File: src/rtl/fifo_wr_rr_arb_pkg.sv
// Shared types and helpers for the round-robin FIFO write-port arbiter.
// Arbiter state encoding and the legal requester-count range.
package fifo_wr_rr_arb_pkg;

    typedef enum logic {
        ARB_IDLE = 1'b0,
        ARB_HOLD = 1'b1
    } arb_state_t;

    localparam int NR_MIN = 2;
    localparam int NR_MAX = 16;

    function automatic bit nr_legal(input int nr);
        return (nr >= NR_MIN) && (nr <= NR_MAX);
    endfunction

endpackage

File: src/rtl/fifo_wr_rr_arb_if.sv
// Producer-side and FIFO-write-side handshake bundle of the arbiter.
// master is the arbiter; slave is the surrounding producers plus FIFO.
interface fifo_wr_rr_arb_if #(
    parameter int NR = 4,
    parameter int DW = 32
);
    localparam int IW = $clog2(NR);

    logic [NR-1:0]    req_valid;
    logic [NR-1:0]    req_ready;
    logic [NR*DW-1:0] req_data;
    logic             fifo_valid;
    logic             fifo_ready;
    logic [DW-1:0]    fifo_data;
    logic [IW-1:0]    grant_id;
    logic             locked;

    modport master (
        input  req_valid, req_data, fifo_ready,
        output req_ready, fifo_valid, fifo_data, grant_id, locked
    );

    modport slave (
        output req_valid, req_data, fifo_ready,
        input  req_ready, fifo_valid, fifo_data, grant_id, locked
    );
endinterface

File: src/rtl/fifo_wr_rr_arb_rr_pick.sv
// Rotate-priority encoder: first set bit of req scanning from ptr upward, wrapping at NR-1.
// Purely combinational; no handshake.
module rr_pick #(
    parameter int NR = 4,
    parameter int IW = $clog2(NR)
) (
    input  logic [NR-1:0] req,
    input  logic [IW-1:0] ptr,
    output logic          any,
    output logic [IW-1:0] idx
);
    int            j;
    logic [IW-1:0] jj;

    // Scan from the far end so the candidate closest to ptr is written last and wins.
    always_comb begin
        any = 1'b0;
        idx = '0;
        j   = 0;
        jj  = '0;
        for (int k = NR - 1; k >= 0; k--) begin
            j = int'(ptr) + k;
            if (j >= NR) j = j - NR;
            jj = IW'(j);
            if (req[jj]) begin
                any = 1'b1;
                idx = jj;
            end
        end
    end
endmodule

File: src/rtl/gen_dffr.sv
// Generic W-bit flop with asynchronous active-low clear to RV.
// One cycle latency; no handshake.
module gen_dffr #(
    parameter int           W  = 1,
    parameter logic [W-1:0] RV = '0
) (
    input  logic         CLK,
    input  logic         RSTn,
    input  logic [W-1:0] d,
    output logic [W-1:0] q
);
    always_ff @(posedge CLK or negedge RSTn) begin
        if (!RSTn) q <= RV;
        else       q <= d;
    end
endmodule

File: src/rtl/fifo_wr_rr_arb.sv
// Round-robin share of one valid/ready FIFO write port among NR producers; zero-cycle valid/data path.
// On fifo_ready=0 the winner is locked until it transfers, so FIFO-side data never changes under valid.
module fifo_wr_rr_arb
    import fifo_wr_rr_arb_pkg::*;
#(
    parameter int NR = 4,
    parameter int DW = 32
) (
    input  logic             CLK,
    input  logic             RSTn,
    fifo_wr_rr_arb_if.master bus
);
    localparam int IW = $clog2(NR);

    if (!nr_legal(NR)) begin : g_bad_nr
        $error("fifo_wr_rr_arb: NR must be in 2..16");
    end

    arb_state_t    state_q, state_d;
    logic          state_raw;
    logic [IW-1:0] ptr_q, ptr_d;
    logic [IW-1:0] lock_q, lock_d;

    logic          pick_any;
    logic [IW-1:0] pick_idx;
    logic          gnt_vld;
    logic [IW-1:0] gnt_idx;
    logic          held;
    logic [NR-1:0] gnt_oh;
    logic [DW-1:0] data_mux;
    logic          out_vld;

    gen_dffr #(.W(1), .RV(1'b0)) u_state (
        .CLK(CLK), .RSTn(RSTn), .d(state_d), .q(state_raw)
    );
    assign state_q = arb_state_t'(state_raw);

    gen_dffr #(.W(IW), .RV('0)) u_ptr (
        .CLK(CLK), .RSTn(RSTn), .d(ptr_d), .q(ptr_q)
    );

    gen_dffr #(.W(IW), .RV('0)) u_lock (
        .CLK(CLK), .RSTn(RSTn), .d(lock_d), .q(lock_q)
    );

    rr_pick #(.NR(NR), .IW(IW)) u_pick (
        .req(bus.req_valid), .ptr(ptr_q), .any(pick_any), .idx(pick_idx)
    );

    // Explicit wrap keeps non-power-of-two NR from ever producing an index >= NR.
    function automatic logic [IW-1:0] ptr_inc(input logic [IW-1:0] p);
        return (p == IW'(NR - 1)) ? '0 : p + 1'b1;
    endfunction

    always_comb begin
        state_d = state_q;
        ptr_d   = ptr_q;
        lock_d  = lock_q;
        gnt_vld = 1'b0;
        gnt_idx = '0;
        held    = 1'b0;
        case (state_q)
            ARB_IDLE: begin
                if (pick_any) begin
                    gnt_vld = 1'b1;
                    gnt_idx = pick_idx;
                    if (bus.fifo_ready) begin
                        ptr_d = ptr_inc(pick_idx);
                    end else begin
                        lock_d  = pick_idx;
                        state_d = ARB_HOLD;
                    end
                end
            end
            ARB_HOLD: begin
                held = 1'b1;
                if (bus.req_valid[lock_q]) begin
                    gnt_vld = 1'b1;
                    gnt_idx = lock_q;
                    if (bus.fifo_ready) begin
                        ptr_d   = ptr_inc(lock_q);
                        state_d = ARB_IDLE;
                    end
                end else begin
                    // Producer dropped valid while locked: release without consuming a turn.
                    state_d = ARB_IDLE;
                end
            end
            default: state_d = ARB_IDLE;
        endcase
    end

    // Outputs are forced quiet while reset is asserted, even with requests pending.
    assign out_vld = gnt_vld & RSTn;

    always_comb begin
        gnt_oh   = '0;
        data_mux = '0;
        for (int i = 0; i < NR; i++) begin
            gnt_oh[i] = out_vld && (gnt_idx == IW'(i));
            data_mux  = data_mux | (bus.req_data[i*DW +: DW] & {DW{gnt_oh[i]}});
        end
    end

    assign bus.fifo_valid = out_vld;
    assign bus.fifo_data  = data_mux;
    assign bus.grant_id   = out_vld ? gnt_idx : '0;
    assign bus.locked     = held & RSTn;
    assign bus.req_ready  = gnt_oh & {NR{bus.fifo_ready}};

endmodule
File: src/flat_wrapper.sv
// flat-port wrapper written by rule: the top's interface ports become plain ports
module fifo_wr_rr_arb_flat import fifo_wr_rr_arb_pkg::*;
#(
    parameter int NR = 4,
    parameter int DW = 32
)
  (CLK, RSTn, bus_req_valid, bus_req_data, bus_fifo_ready, bus_req_ready, bus_fifo_valid, bus_fifo_data, bus_grant_id, bus_locked);
  fifo_wr_rr_arb_if #(.NR(NR), .DW(DW)) bus_i ();
  input  logic CLK;
  input  logic RSTn;
  input wire logic [$bits(bus_i.req_valid)-1:0] bus_req_valid;
  input wire logic [$bits(bus_i.req_data)-1:0] bus_req_data;
  input wire logic [$bits(bus_i.fifo_ready)-1:0] bus_fifo_ready;
  output wire logic [$bits(bus_i.req_ready)-1:0] bus_req_ready;
  output wire logic [$bits(bus_i.fifo_valid)-1:0] bus_fifo_valid;
  output wire logic [$bits(bus_i.fifo_data)-1:0] bus_fifo_data;
  output wire logic [$bits(bus_i.grant_id)-1:0] bus_grant_id;
  output wire logic [$bits(bus_i.locked)-1:0] bus_locked;
  assign bus_i.req_valid = bus_req_valid;
  assign bus_i.req_data = bus_req_data;
  assign bus_i.fifo_ready = bus_fifo_ready;
  assign bus_req_ready = bus_i.req_ready;
  assign bus_fifo_valid = bus_i.fifo_valid;
  assign bus_fifo_data = bus_i.fifo_data;
  assign bus_grant_id = bus_i.grant_id;
  assign bus_locked = bus_i.locked;
  fifo_wr_rr_arb #(.NR(NR), .DW(DW)) u_core (.CLK(CLK), .RSTn(RSTn), .bus(bus_i));
endmodule
File: config.mk
export PLATFORM = sky130hd
export DESIGN_NAME = fifo_wr_rr_arb_flat
export DESIGN_NICKNAME = d
export VERILOG_FILES = /design/src/rtl/fifo_wr_rr_arb_pkg.sv /design/src/rtl/fifo_wr_rr_arb_if.sv /design/src/rtl/fifo_wr_rr_arb_rr_pick.sv /design/src/rtl/gen_dffr.sv /design/src/rtl/fifo_wr_rr_arb.sv /design/src/flat_wrapper.sv
export SDC_FILE = /design/constraint.sdc
export NUM_CORES = 1
export LEC_CHECK = 0
export ABC_AREA = 1
export CAP_MARGIN = 15
export CORE_ASPECT_RATIO = 1.1
export CORE_MARGIN = 3
export CORE_UTILIZATION = 40
export DETAILED_ROUTE_END_ITERATION = 16
export GPL_ROUTABILITY_DRIVEN = 0
export HOLD_SLACK_MARGIN = 0.1
export PLACE_DENSITY = 0.89
export SLEW_MARGIN = 20
export SYNTH_ARGS = -nofsm -noshare
export SYNTH_HDL_FRONTEND = slang
export SYNTH_SLANG_ARGS = --single-unit
File: constraint.sdc
create_clock -name CLK -period 3.2 [get_ports CLK]
set_input_delay 0.64 -clock CLK [delete_from_list [all_inputs] [get_ports CLK]]
set_output_delay 0.64 -clock CLK [all_outputs]
set_load 0.05 [all_outputs]
Word-level counts from Yosys, hierarchy flattened
Cells that the tools add are included.
- register bits: 5
- latch bits: 0
- RAM bits: 0
- memory bits (read-only): 0
- logic and storage cells: 90
- memories: 0
- $add $sub $neg: 9
- multiply operators: 0
- divide/modulo/power cells: 0
- $lt $le $gt $ge: 9
- eq/ne operators: 9
- shift-type cells: 0
- mux-type cells: 41
- bitwise gates (word level): 12
- reduce and logical (&&, ||, !) cells: 7
- operators by type and width (operator ; number):
    $and A32 B32 Y32 ; 4
    $or A32 B32 Y32 ; 3
    $mux W2 ; 17
    $lt A2 B3 Y1 const B ; 5
    $mux W1 ; 15
    $bmux W1 S2 ; 5
    $ge A3 B3 Y1 const B ; 3
    $eq A2 B2 Y1 const B ; 4
    $pmux W2 S2 ; 2
    $sub A2 B1 Y2 const B ; 4
    $add A2 B2 Y3 const B ; 2
    $add A2 B1 Y2 const B ; 2
    $and A4 B4 Y4 ; 1
    $logic_and A1 B1 Y1 ; 4
    $ne A2 B1 Y1 const B ; 2
    $ne A2 B2 Y1 const B ; 2
    $pmux W1 S2 ; 2
    $reduce_and A4 Y1 ; 1
    $add A2 B1 Y3 const B ; 1
    $ge A2 B3 Y1 const B ; 1
    $reduce_and A3 Y1 ; 1
    $and A1 B1 Y1 ; 2
    $eq A2 B1 Y1 const B ; 1
    $logic_not A2 Y1 ; 1
    $not A1 Y1 ; 2

Depth between registers and ports, before layout
- word-level depth: 17
- gate-level depth with buffers: 17

Cells and area by module
From an unflattened synthesis, not the netlist that was laid out.
- cell total of the unflattened synthesis: 422
- area total of the unflattened synthesis: 2037.0 sq um
- by module, submodules not included (module ; instances ; cells each ; area each (sq um) ; sequential area each (sq um)):
    fifo_wr_rr_arb ; 1 ; 371 ; 1699.1 ; 0.0
    rr_pick ; 1 ; 46 ; 212.7 ; 0.0
    gen_dffr (u_core.u_lock ...) ; 2 ; 2 ; 50.0 ; 50.0
    gen_dffr (u_core.u_state) ; 1 ; 1 ; 25.0 ; 25.0

Worst setup path before layout
No wires, ideal clock.
- path type: input to output
- start: in bus_req_valid[3]
- end: out bus_req_ready[2]
- data arrival time: 3035 ps
- data required time: 2560 ps
- setup slack: -475 ps
- stages on the path: 13
- path buffers: 2
- cells stage by stage: inv_1 > nand2_1 > nand3_1 > nand2_1 > nand3_2 > nand2_1 > nand2_2 > nand2_2 > nand2_1 > nand2_1 > buf_6 > buf_6 > nor4_1
- longest elaborated chain between the ends: 11
- ends and longest elaborated chain (item ; line ; RTL):
    from (decl) ; flat_wrapper.sv:11 ; input wire logic [$bits(bus_i.req_valid)-1:0] bus_req_valid;
    $bmux W1 S2 ; fifo_wr_rr_arb_rr_pick.sv:25 ; if (req[jj]) begin
    $mux W1 (implied by the code) ; fifo_wr_rr_arb_rr_pick.sv:25 ;
    $mux W2 / $mux W1 (equally long branches) (4 in series) ; fifo_wr_rr_arb_rr_pick.sv:25 ;
    $mux W2 / $mux W1 (equally long branches) ; fifo_wr_rr_arb.sv:64 ; if (pick_any) begin
    $pmux W2 S2 / $pmux W1 S2 (equally long branches) ; fifo_wr_rr_arb.sv:62 ; case (state_q)
    $eq A2 B2 Y1 / $and A1 B1 Y1 (equally long branches) ; fifo_wr_rr_arb.sv:100, fifo_wr_rr_arb.sv:94 ;
    $logic_and A1 B1 Y1 * ; fifo_wr_rr_arb.sv:100 ; gnt_oh[i] = out_vld && (gnt_idx == IW'(i));
    $and A4 B4 Y4 * ; fifo_wr_rr_arb.sv:109 ; assign bus.req_ready = gnt_oh & {NR{bus.fifo_ready}};
    to (decl) ; flat_wrapper.sv:14 ; output wire logic [$bits(bus_i.req_ready)-1:0] bus_req_ready;
Mark *: on every way between the ends. The rest lies on a longest branch, timed or not. The select of a mux whose other input is x is not followed.

Final worst setup path
- start: reg u_core.u_ptr.q[0]
- end: out bus_fifo_data[24]
- longest elaborated chain between the ends: 17
- ends and longest elaborated chain (item ; line ; RTL):
    from (decl) ; gen_dffr.sv:10 ; output logic [W-1:0] q
    from (signal assigned) ; gen_dffr.sv:13 ; if (!RSTn) q <= RV;
    from (signal assigned) ; gen_dffr.sv:14 ; else q <= d;
    $add A2 B2 Y3 ; fifo_wr_rr_arb_rr_pick.sv:22 ; j = int'(ptr) + k;
    $ge A3 B3 Y1 / $sub A2 B1 Y2 (equally long branches) ; fifo_wr_rr_arb_rr_pick.sv:23 ; if (j >= NR) j = j - NR;
    $mux W2 ; fifo_wr_rr_arb_rr_pick.sv:23 ;
    $bmux W1 S2 ; fifo_wr_rr_arb_rr_pick.sv:25 ;
    $mux W1 (implied by the code) ; fifo_wr_rr_arb_rr_pick.sv:25 ;
    $mux W2 / $mux W1 (equally long branches) (4 in series) ; fifo_wr_rr_arb_rr_pick.sv:25 ;
    $mux W2 / $mux W1 (equally long branches) ; fifo_wr_rr_arb.sv:64 ;
    $pmux W2 S2 / $pmux W1 S2 (equally long branches) ; fifo_wr_rr_arb.sv:62 ;
    $eq A2 B1 Y1, or another cell as far along ; fifo_wr_rr_arb.sv:100 ;
    $logic_and A1 B1 Y1 ; fifo_wr_rr_arb.sv:100 ;
    $and A32 B32 Y32 ; fifo_wr_rr_arb.sv:101 ; data_mux = data_mux | (bus.req_data[i*DW +: DW] & {DW{gnt_oh[i]}});
    $or A32 B32 Y32 (2 in series) ; fifo_wr_rr_arb.sv:101 ;
    $or A32 B32 Y32 * ; fifo_wr_rr_arb.sv:101 ;
    to (decl) ; flat_wrapper.sv:16 ; output wire logic [$bits(bus_i.fifo_data)-1:0] bus_fifo_data;
Marks and branches as above.

==> run summary <==
CTS root buf -> clkbuf_8
I/O pin cnt -> 175
Die H -> 90.4 um
Synth Cell Area -> 2590 sq um
Clock slew at reported path FFs -> 0.04 ns
Global-route wire length before repair -> 18200 um
Ys flop type -> dfrtp_1
Sequential-to-total area share from yosys stat -> 0.0483
TritonRoute pass-1 iters -> 5
Distinct cells, synth -> 29
Worst Path Arrival -> 2.52 ns
H-tree levels -> 1
Die Footprint -> 7470 sq um
Synthesis-to-finish area growth -> 98.5%
Vias in the first global route -> 3907
Worst-Margin Slew -> 0.477 ns
Crit Path Class -> register to output port
DR vias/cell -> 5.49
Final ANT Viol Nets -> 0
Number of flops mapped to enable cells by yosys -> 0
Drt initial violations -> 193
Layout cells sized above 1 -> 0.309
Net Count, Synth -> 567
R2R cell count -> 16
Clock Sinks -> 5
Tcrit/Tclk final -> 0.988
Inserted Diodes -> 0
Final nets -> 751
Max-slew violations -> 0
FMAX -> 0.316 GHz
Max-cap violations -> 0
Cell leakage power -> 2.38 nW
Mean post-synth cell area -> 5.99 sq um
Initial Utilization -> 0.415
Remaining Overflow, GRT -> 0
Synth Register Bits -> 5
Post-CTS Hold Fix Bufs -> 0
Port bufs -> 174
CP max FO -> 12
Top cell type's share of synthesized area -> 0.201
Global Route Usage Sum -> 0.303
Worst EP required -> 2.56 ns
Cell Rows -> 30
Most common cell in the netlist -> nand2_1
Pwr/cell area -> 1350 nW/um^2
Worst rel slew slack -> 0.680
WL per Instance -> 17.5 um
Setup crit end kind -> output port
Largest net degree at the start of global routing -> 41
Finished Core Util -> 0.824
Post-DP Area -> 4740 sq um
Final setup TNS -> 0 ns
Via count -> 3819
CTS tree -> yes
Worst skew pair latency -> 0.23 ns
Setup violators final -> 0
Post-route cell area -> 5140 sq um
Status -> finished clean
Worst hold path class -> register to register
Mapped Cells -> 432
Post-DP HPWL -> 8410 um
Post-synth top area cell -> nand3_2
Crit path time final -> 3.16 ns
Final hold vios -> 0
Initial antenna violation count -> 0
Hold Path Depth -> 2
Clock buffer depth -> 2
FILL cells -> 362
Core area -> 6230 sq um
Synth warn -> 0
Clk_skew -> 0.000793 ns
Critical Path Start Type -> register
Clock buffer count from CTS -> 3
Die width -> 82.7 um
Largest cells by area after synthesis -> nand3_2 (20%), nand2_1 (19%), nand4_1 (16%), inv_1 (11%), buf_6 (6.1%)
Most frequent cells after synthesis -> nand2_1 (129), inv_1 (74), nand4_1 (67)
Peak VDD IR -> 0.862 mV
Post-synth ARST share -> 1.00
Residual DRC count -> 0
Routed wire length -> 12200 um
## layer usage
metal  routed length (um)  track usage
met5                    0            0
met4                 1020        0.207
met3                 1170       0.0798
met2                 6100        0.546
met1                 3880        0.284
## path summary, 6_finish.rpt
| path | start | endpoint | slack (ns) |
|---|---|---|---|
| max | u_core.u_ptr.q[0] | bus_fifo_data[24] | 0.04 |
| min | u_core.u_lock.q[1] | u_core.u_lock.q[1] | 0.73 |
| max reg2reg | u_core.u_ptr.q[0] | u_core.u_ptr.q[1] | 0.99 |
| min reg2reg | u_core.u_lock.q[1] | u_core.u_lock.q[1] | 0.73 |
| max in group asynchronous | RSTn | u_core.u_ptr.q[0] | 2.29 |
| min in group asynchronous | RSTn | u_core.u_lock.q[1] | 0.79 |
## timing repair
item                                    CTS  global route
setup buffers                            12             3
endpoints found under the setup margin   38            36
cloned                                    3             1
gates resized for setup                  29            18
pin swaps                                 9            10
## area by class of cell
| class | count | area (sq um) | area share |
|---|---|---|---|
| repair buffers | 216 | 2660 | 0.517 |
| multi-input cells | 309 | 1900 | 0.369 |
| inverters | 81 | 312 | 0.0606 |
| flip-flops and latches | 5 | 126 | 0.0246 |
| well taps | 80 | 100 | 0.0195 |
| clock buffers | 4 | 45.0 | 0.00877 |
## sequential cells by signal (all words and copies together) (netlist names)
register,cells
u_core.u_state.q,1
u_core.u_lock.q,2
u_core.u_ptr.q,2
## kinds of logic after synthesis
group | count (synthesis) | share of synthesized area
buffers and inverters | 118 | 0.262
flip-flops | 5 | 0.0483
AND/OR/NAND/NOR | 296 | 0.659
AO/OA/AOI/OAI | 13 | 0.0309
## per-stage QoR
step	total power, W	worst slack, ns	instances	hold slack, ns
after floorplan	0.00382	0.0671	432	0.344
after global placement	0.00584	-0.104	672	0.629
after detailed placement	0.00596	-0.203	672	0.682
after CTS	0.00665	0.00304	691	0.694
after global routing	0.00724	-0.0593	695	0.756
final	0.00692	0.0397	695	0.726
## layout by cell type, fill, tap and decap left out, types with 4 or more instances in the layout
master / Yosys / routed
inv_2: 4 / 5
nor2_4: 1 / 4
inv_1: 74 / 72
dfrtp_1: 5 / 4
nand2_4: 2 / 4
buf_12: 6 / 50
nand3_1: 24 / 22
nand2_1: 129 / 115
buf_4: 3 / 25
nand3_2: 52 / 53
nand4_1: 67 / 67
clkbuf_2: 0 / 4
nand2_2: 10 / 22
clkdlybuf4s50_1: 0 / 130
## critical path, stage by stage (launching register included)
cell and delay [ns]:
dfrtp_2 0.49, buf_4 0.17, nand2_2 0.08, nand3_2 0.12, nand2_1 0.09, nand3_2 0.08
nand2_1 0.10, nand2_2 0.08, nand2_2 0.07, nand2_1 0.06, nand2_2 0.17, buf_4 0.25
nand4_1 0.11, nand2_1 0.11, inv_1 0.06, nand2_1 0.10, buf_12 0.14
## power by group
part,switching [W],internal (W)
clock network,0.0000376,0.0000861
logic,0.00377,0.00285
registers,0.0000770,0.0000958
No activity file was read; power rests on OpenSTA's default activity.
